File: src/rtl/fsm_ser_pkg.sv
// fsm_ser_pkg: shared state encoding and counter sizing for the bit serializer
package fsm_ser_pkg;
  typedef enum logic [1:0] {IDLE = 2'd0, SHIFT = 2'd1, PARITY = 2'd2} state_t;
  function automatic int cnt_w(input int w);
    return $clog2(w);
  endfunction
endpackage

File: src/rtl/fsm_ser_shiftreg.sv
// fsm_ser_shiftreg: loadable shift register presenting the first bit of the incoming word and the next bit of the held word
module fsm_ser_shiftreg #(
  parameter int WIDTH = 8,
  parameter bit MSB_FIRST = 1'b1
) (
  input  logic             CLK,
  input  logic             Reset,
  input  logic             load,
  input  logic             shift,
  input  logic [WIDTH-1:0] d,
  output logic             first,
  output logic             nxt
);
  logic [WIDTH-1:0] q;
  always_ff @(posedge CLK or posedge Reset)
    if (Reset) q <= '0;
    else if (load) q <= d;
    else if (shift) q <= MSB_FIRST ? q << 1 : q >> 1;
  assign first = MSB_FIRST ? d[WIDTH-1] : d[0];
  assign nxt   = MSB_FIRST ? q[WIDTH-2] : q[1];
endmodule

File: src/rtl/fsm_bit_serializer.sv
// fsm_bit_serializer: valid/ready parallel-in serial-out stage feeding the sequence detector.
// Define FSM_SER_PARITY_EN to append an even-parity bit after each word.
module fsm_bit_serializer
  import fsm_ser_pkg::*;
#(
  parameter int WIDTH = 8,
  parameter bit MSB_FIRST = 1'b1
) (
  input  logic             CLK,
  input  logic             Reset,
  input  logic [WIDTH-1:0] data_in,
  input  logic             load_valid,
  output logic             load_ready,
  output logic             x_out,
  output logic             x_valid,
  output logic             last_bit,
  output logic             busy
);
  localparam int CNT_W = cnt_w(WIDTH);
  localparam logic [CNT_W-1:0] LAST = CNT_W'(WIDTH - 1);
`ifdef FSM_SER_PARITY_EN
  localparam bit DATA_LAST = 1'b0;
`else
  localparam bit DATA_LAST = 1'b1;
`endif
  state_t           state;
  logic [CNT_W-1:0] cnt;
  logic             accept, advance, first, nxt;
  assign load_ready = (state == IDLE) || (last_bit && x_valid);
  assign accept     = load_valid && load_ready;
  assign advance    = (state == SHIFT) && (cnt != LAST);
  fsm_ser_shiftreg #(.WIDTH(WIDTH), .MSB_FIRST(MSB_FIRST)) u_sr (
    .CLK(CLK), .Reset(Reset), .load(accept), .shift(advance),
    .d(data_in), .first(first), .nxt(nxt)
  );
`ifdef FSM_SER_PARITY_EN
  logic par;
  always_ff @(posedge CLK or posedge Reset)
    if (Reset) par <= 1'b0;
    else if (accept) par <= ^data_in;
`endif
  // Accept takes priority so a word loaded on the last-bit edge streams without a gap
  always_ff @(posedge CLK or posedge Reset)
    if (Reset) begin
      state    <= IDLE;
      cnt      <= '0;
      x_out    <= 1'b0;
      x_valid  <= 1'b0;
      last_bit <= 1'b0;
      busy     <= 1'b0;
    end else if (accept) begin
      state    <= SHIFT;
      cnt      <= '0;
      x_out    <= first;
      x_valid  <= 1'b1;
      last_bit <= 1'b0;
      busy     <= 1'b1;
    end else if (advance) begin
      cnt      <= cnt + 1'b1;
      x_out    <= nxt;
      last_bit <= DATA_LAST && (cnt == LAST - 1'b1);
`ifdef FSM_SER_PARITY_EN
    end else if (state == SHIFT) begin
      state    <= PARITY;
      x_out    <= par;
      last_bit <= 1'b1;
`endif
    end else begin
      state    <= IDLE;
      x_out    <= 1'b0;
      x_valid  <= 1'b0;
      last_bit <= 1'b0;
      busy     <= 1'b0;
    end
endmodule

File: config.mk
export PLATFORM = sky130hd
export DESIGN_NAME = fsm_bit_serializer
export DESIGN_NICKNAME = d
export VERILOG_FILES = /design/src/rtl/fsm_ser_pkg.sv /design/src/rtl/fsm_ser_shiftreg.sv /design/src/rtl/fsm_bit_serializer.sv
export SDC_FILE = /design/constraint.sdc
export NUM_CORES = 1
export LEC_CHECK = 0
export CAP_MARGIN = 10
export CORE_ASPECT_RATIO = 1.1
export CORE_MARGIN = 2
export CORE_UTILIZATION = 46
export CTS_CLUSTER_SIZE = 28
export DETAILED_ROUTE_END_ITERATION = 16
export PLACE_DENSITY = 0.82
export SLEW_MARGIN = 20
export SYNTH_ARGS = -nofsm -noshare
export SYNTH_HDL_FRONTEND = slang
export SYNTH_SLANG_ARGS = --single-unit
File: constraint.sdc
create_clock -name CLK -period 1.77 [get_ports CLK]
set_input_delay 0.2655 -clock CLK [delete_from_list [all_inputs] [get_ports CLK]]
set_output_delay 0.2655 -clock CLK [all_outputs]
set_load 0.02 [all_outputs]
Word-level counts from Yosys, hierarchy flattened:

Index checks and enable logic that the tools add are counted.

* register bits after elaboration: 15
* output and inout port bits: 5

* eq/ne operators: 4
* reductions and logical operators: 6
* mux-type cells: 12
* add/subtract/negate cells: 1

Operators with widths (number)
* two-way mux 7 bit: 2
* two-way mux 1 bit: 6
* two-way mux 3 bit: 2
* two-way mux 2 bit: 2
* adder 3 x 1 -> 3 bit, second input constant: 1
* equality test 3 bit, second input constant: 1
* logical AND 1 bit: 3
* != test 3 bit, second input constant: 1
* equality test 2 x 1 -> 1 bit, second input constant: 1
* logical NOT 2 bit: 1
* != test 2 bit, second input constant: 1
* nonzero test 2 bit: 1
* logical OR 1 bit: 1

Longest topological paths before layout:

* depth in word-level cells: 4
* gate-level depth with buffers: 7

By module:

Synthesis repeated with hierarchy kept, for this count alone.

* cells, all modules: 61
* area total of the unflattened synthesis: 666.9 µm²

By module, submodules not included
* fsm_bit_serializer: cells each 29, instances 1, area an instance 334.1 µm²
* fsm_ser_shiftreg: cells each 32, instances 1, area an instance 332.8 µm²

Worst setup path before layout:

Ideal clock, no wire load.

* path kind: register -> register
* start point: register cnt[1]
* end point: register u_sr.q[1]
* setup slack: 0.294 ns
* setup time: 0.121 ns
* arrival: 1.355 ns
* cell stages (with the launch flop): 8
* cell sequence: dfrtp_1 ha_1 ha_1 nand2b_1 clkbuf_2 buf_6 mux2i_1 o21ai_1

* word-level cells in the longest chain between the ends: 3

Ends and longest elaborated chain
* from (decl): RTL line fsm_bit_serializer.sv:27 `logic [CNT_W-1:0] cnt;`
* from (signal assigned): RTL line fsm_bit_serializer.sv:59 `cnt <= cnt + 1'b1;`
* != test 3 bit: RTL line fsm_bit_serializer.sv:31 `assign advance = (state == SHIFT) && (cnt != LAST);`
* logical AND 1 bit: RTL line fsm_bit_serializer.sv:31
* nonzero test 2 bit (no source line)
* to (signal assigned): RTL line fsm_ser_shiftreg.sv:18 `else if (shift) q <= MSB_FIRST ? q << 1 : q >> 1;`
* to (decl): RTL line fsm_ser_shiftreg.sv:14 `logic [WIDTH-1:0] q;`

No other way between the ends.
A chain may end at the register's enable or synchronous reset.

==> summary.txt <==
required time of the critical path - 1500 ps
Syn Nets - 75
area grow syn2layout - 25.33%
slew margin rel. - 68.24%
synthesized cell area - 661.9 µm²
f_max - 0.5918 GHz
initial DRC count - 11
Post-synth EDFFs - 0
Max FO, Critical Path - 5
# clock sinks - 13
asr flop ratio synth - 100.0%
first-pass GRT wire length - 2049 µm
CTS Hold Bufs - 0
IO Count - 16
Setup Total Neg Slack - 0 ps
setup ws final - 80.13 ps
DRC viols - 0
Max Slew Vio Count - 0
Synth area leader - dfrtp_1
GP Congestion - 0.7083
met3 usage - 4.615%
Total GRT Usage - 17.36%
largest net degree at the start of global routing - 14
Power Density - 1698 nW/µm²
Setup Viol. Count Final - 0
Site Rows - 14
Die H - 43.79 µm
gr busiest metal - met2
deepest clock path buffer count - 2
H-tree depth - 1
total CTS buffers - 3
vias in the first global route - 475
Synth Instances - 61
unrepaired setup endpoints after global routing - false
number of cells on the worst reg-to-reg path - 6
vias per cell - 5.086
CORE AREA - 1349 µm²
Die W - 40.17 µm
Seq/Total Area, Yosys - 49.15%
layout cell share with drive strength beyond 1 - 10.39%
pre-CTS setup slack - 292.5 ps
clk_lat worst skew - 260 ps
Commonest cells post-synth - dfrtp_1, nand3_1, mux2i_1
Worst EP arrival - 1420 ps
worst-margin pin slew - 475.8 ps
max_cap viols - 0
Avg WL per Cell - 12.23 µm
Min-Delay Path Class - in -> async
IO buf count - 15
CP endpoint kind - output pin
#FFs+latches synth - 13
met2 Use GR - 25.16%
post-route ant nets - 0
Final nets - 92
Leak - 0.3701 nW
Synth Flop Type - dfrtp_1
effective utilization at floorplan - 49.07%
dominant cells by area after synthesis - dfrtp_1, mux2i_1, nand3_1
count of cell types in the netlist - 20
status - completed
fin crit period - 1690 ps
critical path class - reg -> out
syn avg cell area - 10.85 µm²
total grt overflow - 0
post-route clock period utilization - 95.47%
clk root buf - clkbuf_4
Worst VDD drop - 0.8943 mV
via count - 473
Ys Warns - 0
CTS tree - built
Die ar. - 1759 µm²
dpl hpwl - 855 µm
post-CTS sizing - 0
top-count cell post-synth - dfrtp_1
met1 usage - 23.59%
# diodes - 0
clock slew at reported path FFs - 80 ps
Pre-antenna DRT Iters - 4
CP Launch Type - register
Hold Fails Final Rpt - 0
initial antenna violation count - 0
top-area cell type share of the netlist area - 49.15%
Detailed Route WL - 1137 µm
setup bufs post-CTS - 0
clk_skew - 2.619 ps
## where the power goes
group | internal (mW) | total, mW | switching (mW)
Combinational | 0.347 | 0.733 | 0.386
Clock | 0.0870 | 0.176 | 0.0893
Sequential | 0.426 | 0.500 | 0.0736
## per-stage QoR
step | hold WS, ps | std cells | power [mW] | util, % | instance area (µm²)
floorplan | 142.5 | 61 | 1.083 | - | 661.9
global placement | 526.8 | 89 | 1.213 | 59.55 | 803.3
detailed placement | 535.5 | 89 | 1.241 | 59.55 | 803.3
CTS | 321.7 | 93 | 1.423 | 61.50 | 829.5
global route | 375.6 | 93 | 1.524 | 61.50 | 829.5
finish | 308.0 | 93 | 1.409 | 61.50 | 829.5
## cell usage in the layout, fill, tap and decap left out, types with 2 or more instances in the layout
master and count:
nand2b_1 3, ha_1 3, buf_4 3, nor2_1 3, nand2_1 2, dfrtp_1 13
nand3_1 8, inv_1 3, clkbuf_4 3, clkdlybuf4s50_1 15, o21ai_1 6, mux2i_1 7
## path summary, 6_finish.rpt
path	from	to	slack, ps
worst max-delay path	busy$_DFFE_PP0P_	load_ready	80
max in group asynchronous	Reset	busy$_DFFE_PP0P_	1140
worst min register to register	u_sr.q[0]$_DFFE_PP0P_	u_sr.q[0]$_DFFE_PP0P_	540
worst min-delay path	Reset	u_sr.q[1]$_DFFE_PP0P_	310
min in group CLK	u_sr.q[0]$_DFFE_PP0P_	u_sr.q[0]$_DFFE_PP0P_	540
worst max register to register	cnt[1]$_DFFE_PP0P_	u_sr.q[2]$_DFFE_PP0P_	280
## sequential cells by signal, indices dropped and copies added (netlist names)
| register | count |
|---|---|
| x_out | 1 |
| cnt | 3 |
| u_sr.q | 7 |
| last_bit | 1 |
| busy | 1 |
## critical path, cell delays in order (launching register included)
cell and delay [ps]:
dfrtp_1 420, nand2b_1 120, clkdlybuf4s50_1 620
## area by class of cell
type,count,area (µm²)
multi-input cells,39,274.0
fillers,126,519.2
repair buffers,18,172.7
flip-flops and latches,13,325.3
inverters,3,11.26
clock buffers,4,26.28
well taps,16,20.02
## metal layers
metal  routed length, µm  part of all wire [%]
met5                   0                     0
met4                  15                   1.3
met3                  37                   3.3
met2                 546                    48
met1                 538                    47
## kinds of logic (layout without fill, tap and decap cells)
logic type / count (synthesis) / after routing / share of synthesized area [%]
AO/OA/AOI/OAI: 9 / 9 / 7.183
XOR/XNOR: 1 / 1 / 1.323
adder cells (fa/ha/maj): 3 / 3 / 5.672
buffers and inverters: 9 / 25 / 9.450
flip-flops: 13 / 13 / 49.15
multiplexers: 7 / 7 / 10.59
AND/OR/NAND/NOR: 19 / 19 / 16.64
(Power assumes the default switching activity.)
